File: src/rtl/id_ex_stage.sv
// rtl/id_ex_stage.sv - ID/EX pipeline register with operand forwarding and hazard stall
//
// Optional feature macro: ID_EX_FORWARD_EN
//   defined   : EX/MEM and MEM/WB results are forwarded into src1/src2; only a
//               load-use dependency on the instruction held here raises stall_o.
//   undefined : src1/src2 come from the registered register-file data only; any
//               RAW dependency on this stage, EX/MEM or MEM/WB raises stall_o.
//
// Ports:
//   clk_i, rst_n                      clock (rising edge), async active-low reset
//   in_valid, rs/rt/rd_addr           decoded instruction and its register numbers
//   rs_data, rt_data, imm             register-file operands and immediate
//   alu_src, uses_rt                  src2 from imm; instruction reads rt
//   ALU_control, bonus_control        ALU operation select, passed through
//   reg_write, mem_read, flush        writeback/load flags; squash this stage
//   exmem_*, memwb_*                  destination, write enable and value of later stages
//   src1, src2                        ALU operands
//   ALU_control_o, bonus_control_o    registered operation select
//   rd_o, reg_write_o, mem_read_o     registered destination and flags
//   out_valid                         a real instruction occupies the stage
//   stall_o                           hold PC and IF/ID this cycle
//   stall_cnt                         saturating count of stalled cycles
module id_ex_stage (
  input  logic        clk_i,
  input  logic        rst_n,
  input  logic        in_valid,
  input  logic [4:0]  rs_addr,
  input  logic [4:0]  rt_addr,
  input  logic [4:0]  rd_addr,
  input  logic [31:0] rs_data,
  input  logic [31:0] rt_data,
  input  logic [31:0] imm,
  input  logic        alu_src,
  input  logic        uses_rt,
  input  logic [3:0]  ALU_control,
  input  logic [2:0]  bonus_control,
  input  logic        reg_write,
  input  logic        mem_read,
  input  logic        flush,
  input  logic [4:0]  exmem_rd,
  input  logic        exmem_reg_write,
  input  logic [31:0] exmem_result,
  input  logic [4:0]  memwb_rd,
  input  logic        memwb_reg_write,
  input  logic [31:0] memwb_data,
  output logic [31:0] src1,
  output logic [31:0] src2,
  output logic [3:0]  ALU_control_o,
  output logic [2:0]  bonus_control_o,
  output logic [4:0]  rd_o,
  output logic        reg_write_o,
  output logic        mem_read_o,
  output logic        out_valid,
  output logic        stall_o,
  output logic [15:0] stall_cnt
);

  logic [4:0]  rs_q;
  logic [4:0]  rt_q;
  logic [31:0] rs_data_q;
  logic [31:0] rt_data_q;
  logic [31:0] imm_q;
  logic        alu_src_q;
  logic        rs_live;
  logic        rt_live;
  logic        hazard;

  // A source only creates a dependency when the incoming instruction is real,
  // actually reads it, and it is not r0.
  assign rs_live = in_valid && (rs_addr != 5'd0);
  assign rt_live = in_valid && uses_rt && (rt_addr != 5'd0);

  function automatic logic reads(input logic [4:0] r);
    return (rs_live && (r == rs_addr)) || (rt_live && (r == rt_addr));
  endfunction

`ifdef ID_EX_FORWARD_EN
  // EX/MEM is applied last so it wins over MEM/WB on a double match.
  function automatic logic [31:0] fwd(input logic [4:0] r, input logic [31:0] d);
    logic [31:0] v;
    v = d;
    if ((r != 5'd0) && memwb_reg_write && (memwb_rd == r)) v = memwb_data;
    if ((r != 5'd0) && exmem_reg_write && (exmem_rd == r)) v = exmem_result;
    return v;
  endfunction

  // Only a load here cannot be forwarded in time; everything else is covered
  // by the EX/MEM and MEM/WB paths.
  assign hazard = out_valid && mem_read_o && reads(rd_o);

  assign src1 = fwd(rs_q, rs_data_q);
  assign src2 = alu_src_q ? imm_q : fwd(rt_q, rt_data_q);
`else
  // Without forwarding the consumer waits until every in-flight producer of its
  // sources has retired.
  assign hazard = (out_valid && reg_write_o && reads(rd_o))
               || (exmem_reg_write && reads(exmem_rd))
               || (memwb_reg_write && reads(memwb_rd));

  assign src1 = rs_data_q;
  assign src2 = alu_src_q ? imm_q : rt_data_q;

  logic unused_fwd_inputs;
  assign unused_fwd_inputs = ^{rs_q, rt_q, exmem_result, memwb_data};
`endif

  // A flush squashes the consumer anyway, so there is nothing to hold for.
  assign stall_o = hazard && !flush;

  always_ff @(posedge clk_i or negedge rst_n) begin
    if (!rst_n) begin
      out_valid       <= 1'b0;
      reg_write_o     <= 1'b0;
      mem_read_o      <= 1'b0;
      rd_o            <= 5'd0;
      rs_q            <= 5'd0;
      rt_q            <= 5'd0;
      rs_data_q       <= 32'd0;
      rt_data_q       <= 32'd0;
      imm_q           <= 32'd0;
      alu_src_q       <= 1'b0;
      ALU_control_o   <= 4'd0;
      bonus_control_o <= 3'd0;
      stall_cnt       <= 16'd0;
    end else begin
      if (flush || stall_o) begin
        // Bubble: only the fields that can have side effects are cleared.
        out_valid   <= 1'b0;
        reg_write_o <= 1'b0;
        mem_read_o  <= 1'b0;
        rd_o        <= 5'd0;
      end else begin
        out_valid       <= in_valid;
        reg_write_o     <= reg_write;
        mem_read_o      <= mem_read;
        rd_o            <= rd_addr;
        rs_q            <= rs_addr;
        rt_q            <= rt_addr;
        rs_data_q       <= rs_data;
        rt_data_q       <= rt_data;
        imm_q           <= imm;
        alu_src_q       <= alu_src;
        ALU_control_o   <= ALU_control;
        bonus_control_o <= bonus_control;
      end
      if (stall_o && (stall_cnt != 16'hFFFF)) begin
        stall_cnt <= stall_cnt + 16'd1;
      end
    end
  end

endmodule

File: config.mk
export PLATFORM = sky130hd
export DESIGN_NAME = id_ex_stage
export DESIGN_NICKNAME = d
export VERILOG_FILES = /design/src/rtl/id_ex_stage.sv
export SDC_FILE = /design/constraint.sdc
export NUM_CORES = 1
export LEC_CHECK = 0
export BUFFER_PORTS_ARGS = -buffer_cell sky130_fd_sc_hd__buf_4
export CAP_MARGIN = 25
export CORE_MARGIN = 3
export CORE_UTILIZATION = 41
export DETAILED_ROUTE_END_ITERATION = 12
export GPL_TIMING_DRIVEN = 1
export PLACE_DENSITY = 0.87
export SKIP_CTS_REPAIR_TIMING = 1
export SLEW_MARGIN = 15
export SYNTH_ARGS = -nofsm -noshare
export SYNTH_HDL_FRONTEND = slang
export SYNTH_SLANG_ARGS = --single-unit
File: constraint.sdc
create_clock -name clk_i -period 1.9 [get_ports clk_i]
set_input_delay 0.095 -clock clk_i [delete_from_list [all_inputs] [get_ports clk_i]]
set_output_delay 0.095 -clock clk_i [all_outputs]
set_load 0.02 [all_outputs]
### Word level (Yosys, flattened, before mapping)

Index checks and enable logic that the tools add are counted.

| word-level totals | value |
|---|---|
| register bits | 128 |
| latch bits | 0 |
| RAM bits | 0 |
| bits in read-only memories | 0 |
| word-level logic and storage cells | 48 |
| memories kept | 0 |

| operators by class | value |
|---|---|
| $add $sub $neg | 1 |
| $mul | 0 |
| divide/modulo/power cells | 0 |
| magnitude comparators | 0 |
| equal/unequal tests | 7 |
| shift-type cells | 0 |
| muxes and demuxes | 5 |
| bitwise logic cells | 0 |
| reduce and logical (&&, ||, !) cells | 24 |

Operators with widths:

| cell | number |
|---|---|
| $mux 32 | 1 |
| $eq 5x5->1 | 6 |
| $add 16x1->16 const B | 1 |
| $ne 16x16->1 const B | 1 |
| $logic_and 1x1->1 | 15 |
| $reduce_bool 5->1 | 2 |
| $logic_or 1x1->1 | 6 |
| $mux 5 | 1 |
| $mux 1 | 3 |
| $logic_not 1->1 | 1 |

### Logic depth before layout (Yosys ltp)

Gate-level depths: netlist of run 1.

| logic depth | value |
|---|---|
| depth after elaboration | 10 |
| depth in mapped cells | 9 |

### Worst setup path before layout of run 1

Ideal clock, no wire load.

| timing | value |
|---|---|
| path kind | flip-flop to flip-flop |
| start point | register rd_o[4] |
| end point | register ALU_control_o[0] |
| data arrival time | 1968 ps |
| slack | -196 ps |
| cell stages (with the launch flop) | 10 |
| buffers on the path | 2 |
| period minus slack after synthesis | 2096 ps |
| cell sequence | dfrtp_1 xor2_1 nor4_1 nand4_1 a31oi_1 or2_4 nor2_4 buf_12 buf_12 mux2_1 |

| between the ends | value |
|---|---|
| cells in the longest elaborated chain, start to end | 8 |
| elaborated cells on any way between the ends | 10 |
| classes of those cells | 2 x eq/ne; 8 x reduce/logical |

Ends and longest elaborated chain:

| item | RTL line | RTL |
|---|---|---|
| start: declaration | 50 | `output logic [4:0] rd_o,` |
| start signal: assignment | 136 | `rd_o <= rd_addr;` |
| $eq 5x5->1 | 74 | `return (rs_live && (r == rs_addr)) \|\| (rt_live && (r == rt_addr));` |
| $logic_and 1x1->1 | 74 |  |
| $logic_or 1x1->1 (*) | 74 |  |
| $logic_and 1x1->1 (*) | 96 | `assign hazard = (out_valid && reg_write_o && reads(rd_o))` |
| $logic_or 1x1->1 (*) | 97 | `\|\| (exmem_reg_write && reads(exmem_rd))` |
| $logic_or 1x1->1 (*) | 98 | `\|\| (memwb_reg_write && reads(memwb_rd));` |
| $logic_and 1x1->1 (*) | 108 | `assign stall_o = hazard && !flush;` |
| $logic_or 1x1->1 (*) | 126 | `if (flush \|\| stall_o) begin` |
| end signal: assignment | 143 | `ALU_control_o <= ALU_control;` |
| end: declaration | 48 | `output logic [3:0] ALU_control_o,` |

Mark *: on every way between the ends. The rest lies on a longest branch, timed or not.
A chain may end at the register's enable or synchronous reset.

### Worst setup path in the final report of run 1

| timing | value |
|---|---|
| start point | register rd_o[2] |
| end point | output stall_o |

| between the ends | value |
|---|---|
| cells in the longest elaborated chain, start to end | 7 |
| elaborated cells on any way between the ends | 9 |
| classes of those cells | 2 x eq/ne; 7 x reduce/logical |

Ends and longest elaborated chain:

| item | RTL line | RTL |
|---|---|---|
| $eq 5x5->1 | 74 |  |
| $logic_and 1x1->1 | 74 |  |
| $logic_or 1x1->1 (*) | 74 |  |
| $logic_and 1x1->1 (*) | 96 |  |
| $logic_or 1x1->1 (*) | 97 |  |
| $logic_or 1x1->1 (*) | 98 |  |
| $logic_and 1x1->1 (*) | 108 |  |
| end: declaration | 54 | `output logic stall_o,` |

Marked as above.

==> metrics.md, run 1 <==
| Metric | Value |
|---|---|
| Pleak | `4.55 nW` |
| Multi-input logic area | `2450 µm²` |
| Register area share after synthesis | `55.8%` |
| CP required | `1.80 ns` |
| Global placement routability congestion | `0.839` |
| Final setup viols | `129` |
| Relative slew slack | `62.0%` |
| Layout cell share with drive strength beyond 1 | `48.4%` |
| Slew Viols, Final | `0` |
| Final hold viol count | `0` |
| Initial antenna violation count | `2` |
| Die height | `124 µm` |
| Final Non-Filler Cells | `968` |
| Nets | `980` |
| CTS tree | `built` |
| Vias in the first global route | `4809` |
| Worst Clk Skew | `0.00478 ns` |
| Drt first pass iters | `4` |
| Fin crit share | `124%` |
| Worst setup path end | `stall_o` |
| Post-DP HPWL | `11000 µm` |
| Tot Pwr | `8.27 mW` |
| First-pass GRT wire length | `23800 µm` |
| Max-cap violations | `0` |
| Clk slew on worst S/H paths | `0.05 ns` |
| Post-Place Worst Slack | `-0.339 ns` |
| # placed instances | `819` |
| Sequential cell area | `3210 µm²` |
| RR Startpoint | `rd_o[2]` |
| Initial core utilization | `42.7%` |
| Vias | `4834` |
| Root Buffer | `clkbuf_16` |
| Core box area | `13500 µm²` |
| DRT Wirelength | `18400 µm` |
| Max Clk Rate | `423 MHz` |
| Distinct cell type count after synthesis | `29` |
| Syn_nets | `596` |
| Pwr dens | `851 nW/µm²` |
| Worst setup SP type | `flip-flop` |
| Critical path capture point type | `output pin` |
| Syn Std Cell Area | `5740 µm²` |
| Total grt overflow | `0` |
| # fillers | `840` |
| Synth-to-Final Area Change | `69.3%` |
| RSZ-0062 raised after global routing | `yes` |
| Largest net degree at the start of global routing | `81` |
| GRT Total Usage | `19.0%` |
| DRT iter0 DRCs | `201` |
| Post-Syn Area per Cell | `14.6 µm²` |
| Synth Register Bits | `128` |
| CP Data Arrival Time | `2.27 ns` |
| Row cnt | `42` |
| Synth area leaders | `dfrtp_1 (56%), mux2_1 (16%), mux2_2 (11%)` |
| I/O pin count | `298` |
| Yosys top cell area share | `55.8%` |
| Max IR drop VDD | `0.000801 V` |
| Status | `finished, violations left` |
| H-Tree Depth | `4` |
| Reg2Reg Setup Slack | `-0.45 ns` |
| Die width | `124 µm` |
| Yosys top cell by area | `dfrtp_1` |
| Via density | `4.99` |
| Worst hold path type | `in2reg` |
| Commonest cells after routing, fill and taps aside | `buf_4 (258), dfrtp_1 (123), dlygate4sd3_1 (113), mux2_1 (78), mux2_2 (55)` |
| RR Endpoint | `rt_data_q[17]` |
| Synth warnings | `0` |
| Number of CTS-inserted buffers | `17` |
| Antenna-violating nets left | `0` |
| CP Class | `reg2out` |
| Clock Path Buffers | `2` |
| Fin crit period | `2.36 ns` |
| Slew @ Worst Pin | `0.567 ns` |
| Critical path origin | `rd_o[2]` |
| Final worst slack | `-0.462 ns` |
| Die area | `15500 µm²` |
| Port Buffers | `233` |
| DRC | `0` |
| CP max FO | `3` |
| Most common cell after layout, fill and taps aside | `buf_4` |
| Clk sinks | `128` |
| Worst skew pair latency | `0.40 ns` |
| Syn Inst Count | `393` |
| Failing checks | `negative setup slack` |
| DR WL/cell | `19.0 µm` |
| Cells on worst reg2reg path | `9` |
[registers in the layout (all words and copies together) (netlist names), 3 cells and up]
register / flops
ALU_control_o: 4
bonus_control_o: 3
imm_q: 32
rd_o: 5
rt_data_q: 32
src1: 32
stall_cnt: 16
[cell type report]
class	instances	area share, %
clock inverters	12	1.22
repair buffers	382	33.6
diodes	3	0.0772
well taps	176	2.27
clock buffers	19	4.56
multi-input cells	247	25.2
flip-flops and latches	128	33.0
inverters	1	0.0386
[critical path, cell delays in order (launching register included)]
cell and delay [ns]:
dfrtp_2 0.43, xor2_1 0.16, nor4_2 0.34, nand4_1 0.14, a31oi_1 0.25, or2_4 0.16, buf_4 0.11, nor2b_4 0.14
buf_6 0.12
[cell usage after synthesis (all sizes together)]
library cell,instances
mux2,137
a21oi,2
or2,1
nor2b,1
o21ai,1
and3,3
nand4,6
and4,3
ha,1
a31oi,2
or4,2
nand2,8
inv,1
xnor2,18
dfrtp,128
o21a,1
nor4,6
nor2,6
nand3,12
xor2,26
nor3,2
o211ai,1
clkbuf,4
and2,8
buf,13
[kinds of logic (layout without fill, tap and decap cells)]
logic type | after synthesis | after routing | share of synthesized area (%)
muxes | 137 | 137 | 26.9
DFF | 128 | 128 | 55.8
and+or+nand+nor | 58 | 58 | 5.75
xor gates and xnor gates | 44 | 44 | 6.71
buffers and inverters | 18 | 414 | 3.90
AOI/OAI and AO/OA | 7 | 7 | 0.741
adders and majority gates | 1 | 1 | 0.218
other | 0 | 3 | 0
[worst min path at each step]
stage / startpoint / endpoint / cells past startpoint
2_1_floorplan: rst_n / ALU_control_o[0] / 0
6_report: flush / stall_cnt[12] / 4
5_1_grt: flush / stall_cnt[12] / 4
3_3_place_gp: rst_n / src1[21] / 2
4_1_cts: rst_n / src1[21] / 2
3_5_place_dp: rst_n / src1[21] / 2
[metrics by stage]
stage | utilization [%] | hold slack, ns | cell area, µm² | TNS, ns
global placement | 58.2 | 0.102 | 7830 | -29.42
floorplan | - | -0.201 | 5750 | -11.93
CTS | 62.3 | -0.325 | 8390 | -37.99
finish | 72.2 | 0.121 | 9720 | -47.02
global route | 72.2 | 0.124 | 9720 | -59.56
detailed placement | 58.2 | 0.113 | 7830 | -37.47
[where the power goes]
group | switching [mW] | internal (mW)
clock | 1.15 | 1.94
sequential | 0.163 | 3.02
combinational | 0.918 | 1.07
total | 2.24 | 6.03
[routing by layer]
| layer | wire [µm] | track usage, % | vias to the layer above |
|---|---|---|---|
| met5 | 0 | 0 | - |
| met4 | 581 | 8.06 | 0 |
| met3 | 1050 | 6.86 | 45 |
| met2 | 10100 | 32.5 | 222 |
| met1 | 6660 | 21.3 | 2405 |
| li1 | - | - | 2162 |
Note: power is estimated with default switching activity, not from simulation.
==> inputs of run 2 (changes only) <==
--- a/config.mk
+++ b/config.mk
@@ -8,10 +8,10 @@
 export BUFFER_PORTS_ARGS = -buffer_cell sky130_fd_sc_hd__buf_4
 export CAP_MARGIN = 25
 export CORE_MARGIN = 3
-export CORE_UTILIZATION = 41
+export CORE_UTILIZATION = 35
 export DETAILED_ROUTE_END_ITERATION = 12
 export GPL_TIMING_DRIVEN = 1
-export PLACE_DENSITY = 0.87
+export PLACE_DENSITY = 0.78
 export SKIP_CTS_REPAIR_TIMING = 1
 export SLEW_MARGIN = 15
 export SYNTH_ARGS = -nofsm -noshare
==> run 2 against run 1 <==
  * The flow still finishes with violations (negative setup slack)
  * Fmax grew 1.1%
  * Count of clock-buffer cells in the layout grew 4
  * Sequential share of layout area shrank 1.7 points
  * First-iteration DRC count shrank 11%
  * Sequential cell count is the same
  * Clock power grew 2%
  * Cell area grew 5.3%
  * Wire length grew 4.9%
  * Critical path depth is the same
  * Sequential power is essentially flat
  * Critical path type unchanged
==> metrics.md, run 2 (synthesis results as in run 1) <==
| Metric | Value |
|---|---|
| Tot Pwr | `8.53 mW (was 8.27 mW)` |
| Cells on worst reg2reg path | `9 (unchanged)` |
| Commonest cells after routing, fill and taps aside | `buf_4 (256), dfrtp_1 (124), dlygate4sd3_1 (113), mux2_4 (58), mux2_2 (54) (was buf_4 (258), dfrtp_1 (123), dlygate4sd3_1 (113), mux2_1 (78), mux2_2 (55))` |
| Most used cell, CP | `buf_6` |
| Largest net degree at the start of global routing | `129 (was 81)` |
| DRT iter0 DRCs | `179 (was 201)` |
| Die area | `18000 µm² (was 15500 µm²)` |
| Vias | `4850 (was 4834)` |
| Max-cap violations | `0 (unchanged)` |
| Antenna Cells | `0 (was 3)` |
| Worst Clk Skew | `0.00576 ns (was 0.00478 ns)` |
| Reg2Reg Setup Slack | `-0.40 ns (was -0.45 ns)` |
| Global placement routability congestion | `0.863 (was 0.839)` |
| Initial core utilization | `36.0% (was 42.7%)` |
| Fin crit period | `2.34 ns (was 2.36 ns)` |
| Critical path capture point type | `output pin (unchanged)` |
| Most common cell after layout, fill and taps aside | `buf_4 (unchanged)` |
| Final worst slack | `-0.437 ns (was -0.462 ns)` |
| Worst setup SP type | `flip-flop (unchanged)` |
| Initial antenna violation count | `0 (was 2)` |
| Status | `finished, violations left (unchanged)` |
| Total grt overflow | `0 (unchanged)` |
| # placed instances | `865 (was 819)` |
| Slew Viols, Final | `0 (unchanged)` |
| CP max FO | `3 (unchanged)` |
| GRT Total Usage | `16.5% (was 19.0%)` |
| Relative slew slack | `51.1% (was 62.0%)` |
| Final Non-Filler Cells | `1019 (was 968)` |
| Max Clk Rate | `428 MHz (was 423 MHz)` |
| Synth-to-Final Area Change | `78.2% (was 69.3%)` |
| Nets | `993 (was 980)` |
| Vias in the first global route | `4768 (was 4809)` |
| Slew @ Worst Pin | `0.733 ns (was 0.567 ns)` |
| Clock Path Buffers | `2 (unchanged)` |
| CP peak stage delay | `0.43 ns (about the same)` |
| First-pass GRT wire length | `23600 µm (was 23800 µm)` |
| Clk sinks | `128 (unchanged)` |
| Clk slew on worst S/H paths | `0.06 ns (was 0.05 ns)` |
| I/O pin count | `298 (unchanged)` |
| CP required | `1.80 ns (about the same)` |
| Failing checks | `negative setup slack (unchanged)` |
| Pleak | `4.89 nW (was 4.55 nW)` |
| Antenna-violating nets left | `0 (unchanged)` |
| RR Startpoint | `rd_o[3] (was rd_o[2])` |
| Final setup viols | `128 (was 129)` |
| DRC | `0 (unchanged)` |
| Number of CTS-inserted buffers | `17 (unchanged)` |
| Critical path origin | `rd_o[3] (was rd_o[2])` |
| Pwr dens | `834 nW/µm² (was 851 nW/µm²)` |
| Final hold viol count | `0 (unchanged)` |
| Row cnt | `46 (was 42)` |
| Worst setup path end | `stall_o (unchanged)` |
| Fin crit share | `123% (was 124%)` |
| CP Data Arrival Time | `2.24 ns (was 2.27 ns)` |
| RSZ-0062 raised after global routing | `yes (unchanged)` |
| Max IR drop VDD | `0.000528 V (was 0.000801 V)` |
| Core box area | `15900 µm² (was 13500 µm²)` |
| Slowest stage cell, crit path | `dfrtp_2 (unchanged)` |
| RR Endpoint | `rt_data_q[19] (was rt_data_q[17])` |
| DRT Wirelength | `19300 µm (was 18400 µm)` |
| Port Buffers | `233 (unchanged)` |
| Via density | `4.76 (was 4.99)` |
| Die width | `134 µm (was 124 µm)` |
| CP Class | `reg2out (unchanged)` |
| Die height | `134 µm (was 124 µm)` |
| Layout cell share with drive strength beyond 1 | `56.0% (was 48.4%)` |
| Root Buffer | `clkbuf_16 (unchanged)` |
| Cell Chain, Critical Path | `xor2_1 -> nor4_1 -> nand4_1 -> a31oi_2 -> or2_4 -> buf_6 -> nor2b_4 -> buf_6 (was xor2_1 -> nor4_2 -> nand4_1 -> a31oi_1 -> or2_4 -> buf_4 -> nor2b_4 -> buf_6)` |
| H-Tree Depth | `4 (unchanged)` |
| Worst skew pair latency | `0.40 ns (about the same)` |
| Post-DP HPWL | `11200 µm (was 11000 µm)` |
| DR WL/cell | `18.9 µm (was 19.0 µm)` |
| Drt first pass iters | `4 (unchanged)` |
| Worst hold path type | `in2reg (unchanged)` |
| CTS tree | `built (unchanged)` |
-- run 2: cell count changes in the layout (fill, tap and decap cells not counted), moves of 2 or more --
cell,change
buf_6,+4
clkbuf_16,+3
buf_4,-2
mux2_1,-53
clkbuf_8,+3
mux2_4,+54
clkinvlp_4,+3
buf_8,+7
clkinv_2,-4
diode_2,-3
a31oi_2,+2
a31oi_1,-2
-- run 2: how the worst min path moves through the flow --
stage	from	end	slack (ns)	cells past startpoint
finish	flush	stall_cnt[12]	0.16	4
floorplan	rst_n	ALU_control_o[0]	-0.20	0
global placement	rst_n	src1[10]	0.24	2
detailed placement	rst_n	src1[10]	0.26	2
global route	flush	stall_cnt[12]	0.17	4
CTS	rst_n	rd_o[3]	-0.18	2
-- run 2: metal layers --
layer	global-route usage [%]	vias up	wire length [µm]
met2	29.0	202	10400
met5	0	-	0
met1	19.2	2436	7280
met4	5.88	0	407
met3	4.84	31	1160
li1	-	2181	-
-- run 2: worst max-delay path, delay by kind of cell (launching register included) --
| kind | cells | cell delay [ns] |
|---|---|---|
| simple gates | 4 | 0.83 |
| flops | 1 | 0.43 |
| buf+inv | 2 | 0.23 |
| compound gates | 1 | 0.18 |
| xor+xnor | 1 | 0.16 |
-- run 2: per-stage QoR --
step | hold slack [ns] | area [µm²] | setup TNS, ns | utilization [%] | worst slack (ns)
final | 0.159 | 10200 | -38.66 | 64.2 | -0.437
after global routing | 0.167 | 10200 | -50.09 | 64.2 | -0.500
after CTS | -0.180 | 8490 | -28.92 | 53.3 | -0.485
after detailed placement | 0.261 | 7920 | -38.32 | 49.7 | -0.371
after global placement | 0.240 | 7920 | -36.16 | 49.7 | -0.351
after floorplan | -0.201 | 5750 | -11.93 | - | -0.149
-- run 2: where the power goes --
group / total [mW] / leakage (nW) / switching, mW / internal, mW
combinational: 2.20 / 3.08 / 0.956 / 1.24
sequential: 3.20 / 1.54 / 0.181 / 3.02
clock: 3.14 / 0.267 / 1.21 / 1.93
-- run 2: area by class of cell --
| cell class | instances | area (µm²) |
|---|---|---|
| Fill cell | 1075 | 5710 |
| Sequential cell | 128 | 3210 |
| Clock buffer | 23 | 488 |
| Multi-Input combinational cell | 247 | 2680 |
| Inverter | 1 | 3.75 |
| Clock inverter | 9 | 82.6 |
| Tap cell | 216 | 270 |
| Timing Repair Buffer | 395 | 3500 |
==> inputs of run 3 (changes only) <==
--- a/config.mk
+++ b/config.mk
@@ -9,6 +9,7 @@
 export CAP_MARGIN = 25
 export CORE_MARGIN = 3
 export CORE_UTILIZATION = 35
+export CTS_BUF_LIST = sky130_fd_sc_hd__clkbuf_4
 export DETAILED_ROUTE_END_ITERATION = 12
 export GPL_TIMING_DRIVEN = 1
 export PLACE_DENSITY = 0.78
==> run 3 against run 2 <==
  * The flow still finishes with violations (negative setup slack)
  * Setup slack lost 0.10 ns
  * Sequential share of layout area is essentially flat
  * Cell area grew 0.11%
  * Highest routed layer unchanged
  * Die area is the same
  * Non-clock buffer count grew 13
  * Clock skew grew 0.010 ns
  * First-iteration DRC count grew 21%
  * Cell count grew 1.3%
  * Sequential cell count is the same
  * Via count grew 3.7%
  * Sequential power is essentially flat
  * Combinational power grew 7%
==> metrics.md, run 3 (synthesis results as in run 1) <==
| Metric | Value |
|---|---|
| Status | `finished, violations left (unchanged)` |
| Failing checks | `negative setup slack (unchanged)` |
| Die area | `18000 µm² (unchanged)` |
| CP required | `1.80 ns (about the same)` |
| Final Util | `64.2% (about the same)` |
| Relative slew slack | `51.6% (was 51.1%)` |
| Critical path origin | `rd_o[2] (was rd_o[3])` |
| CP Class | `reg2out (unchanged)` |
| Antenna Cells | `0 (unchanged)` |
| Port Buffers | `233 (unchanged)` |
| Clk slew on worst S/H paths | `0.10 ns (was 0.06 ns)` |
| DR WL/cell | `19.6 µm (was 18.9 µm)` |
| Total grt overflow | `0 (unchanged)` |
| Clk sinks | `128 (unchanged)` |
| Post-DP HPWL | `11200 µm (unchanged)` |
| GRT Total Usage | `16.6% (was 16.5%)` |
| Placement Cell Area | `7920 µm² (unchanged)` |
| Sequential cell area | `3210 µm² (about the same)` |
| CP max FO | `3 (unchanged)` |
| Worst Clk Skew | `0.0158 ns (was 0.00576 ns)` |
| Commonest cells after routing, fill and taps aside | `buf_4 (257), dfrtp_1 (123), dlygate4sd3_1 (114), mux2_4 (81), mux2_2 (56) (was buf_4 (256), dfrtp_1 (124), dlygate4sd3_1 (113), mux2_4 (58), mux2_2 (54))` |
| Worst hold path type | `in2async (was in2reg)` |
| Max IR drop VDD | `0.000523 V (was 0.000528 V)` |
| Grt peak-use layer | `met2 (unchanged)` |
| Final setup viols | `129 (was 128)` |
| Initial core utilization | `36.0% (unchanged)` |
| Max Clk Rate | `410 MHz (was 428 MHz)` |
| Met3 usage | `4.54% (was 4.84%)` |
| DRT iter0 DRCs | `216 (was 179)` |
| I/O pin count | `298 (unchanged)` |
| Max-cap violations | `0 (unchanged)` |
| Pleak | `4.98 nW (was 4.89 nW)` |
| H-Tree Depth | `4 (unchanged)` |
| # fillers | `1091 (was 1075)` |
| Met1 usage | `19.1% (was 19.2%)` |
| Post-route cell area | `10200 µm² (about the same)` |
| Tot Pwr | `7.27 mW (was 8.53 mW)` |
| Pwr dens | `710 nW/µm² (was 834 nW/µm²)` |
| Synth-to-Final Area Change | `78.4% (was 78.2%)` |
| Critical path capture point type | `output pin (unchanged)` |
| Drt first pass iters | `4 (unchanged)` |
| First-pass GRT wire length | `23600 µm (about the same)` |
| Slew Viols, Final | `0 (unchanged)` |
| Nets | `1006 (was 993)` |
| Antenna-violating nets left | `0 (unchanged)` |
| Root Buffer | `clkbuf_4 (was clkbuf_16)` |
| RR Startpoint | `rd_o[2] (was rd_o[3])` |
| Final worst slack | `-0.541 ns (was -0.437 ns)` |
| Slew @ Worst Pin | `0.727 ns (was 0.733 ns)` |
| # placed instances | `865 (unchanged)` |
| Final hold viol count | `0 (unchanged)` |
| Worst skew pair latency | `0.55 ns (was 0.40 ns)` |
| DRT Wirelength | `20300 µm (was 19300 µm)` |
| Clock Path Buffers | `2 (unchanged)` |
| Number of CTS-inserted buffers | `17 (unchanged)` |
| Fin crit share | `128% (was 123%)` |
| CP Data Arrival Time | `2.35 ns (was 2.24 ns)` |
| Most common cell after layout, fill and taps aside | `buf_4 (unchanged)` |
| DRC | `0 (unchanged)` |
| Fin crit period | `2.44 ns (was 2.34 ns)` |
| Vias in the first global route | `4730 (was 4768)` |
| Layout cell share with drive strength beyond 1 | `60.5% (was 56.0%)` |
| Via density | `4.87 (was 4.76)` |
| Vias | `5029 (was 4850)` |
| Die height | `134 µm (unchanged)` |
| Met2 GRT Util | `29.2% (was 29.0%)` |
| Final Non-Filler Cells | `1032 (was 1019)` |
| RSZ-0062 raised after global routing | `yes (unchanged)` |
| Multi-input logic area | `2790 µm² (was 2680 µm²)` |
| CTS tree | `built (unchanged)` |
| Die width | `134 µm (unchanged)` |
| Largest net degree at the start of global routing | `129 (unchanged)` |
| Hold WS | `0.168 ns (was 0.159 ns)` |
| Global placement routability congestion | `0.863 (unchanged)` |
| Core box area | `15900 µm² (unchanged)` |
| Worst setup SP type | `flip-flop (unchanged)` |
| Initial antenna violation count | `0 (unchanged)` |
| Row cnt | `46 (unchanged)` |
[run 3: final timing paths]
check	end	slack, ns	cells after the start
min in group clk_i	rt_data_q[17]	0.31	3
max in group asynchronous	alu_src_q	1.12	3
worst max register to register	rt_data_q[19]	-0.46	10
worst max-delay path	stall_o	-0.54	8
worst min-delay path	src1[10]	0.17	3
worst min register to register	rt_data_q[10]	0.52	1
[run 3: metrics by stage]
stage | setup TNS (ns) | setup WS [ns]
final | -40.16 | -0.541
after global placement | -36.16 | -0.351
after CTS | -31.08 | -0.686
after detailed placement | -38.32 | -0.371
after global routing | -46.59 | -0.654
after floorplan | -11.93 | -0.149
[run 3: worst max-delay path, stage by stage, from the launching register on]
cell     delay, ns
dfrtp_2       0.45
xor2_1        0.17
nor4_1        0.29
nand4_1       0.14
a31oi_2       0.22
or2_4         0.17
buf_6         0.09
nor2b_4       0.15
buf_6         0.13
[run 3: area by class of cell]
class,count,area share (%)
inverters,1,0.0366
clock inverters,13,0.953
multi-input cells,247,27.3
well taps,216,2.64
flip-flops and latches,128,31.3
repair buffers,408,36.4
clock buffers,19,1.39
[run 3: per-layer routing]
layer	vias up	routed length [µm]	part of all wire, %
met5	-	0	0
met4	0	536	2.6
met3	58	1240	6.1
met2	235	10700	53
met1	2519	7770	38
li1	2217	-	-
[run 3: power breakdown]
group          total [mW]  internal (mW)  switching (mW)
Sequential           3.20           3.01           0.190
Clock                1.72          0.649            1.07
Combinational        2.36           1.36           0.997
Total                7.27           5.02            2.25
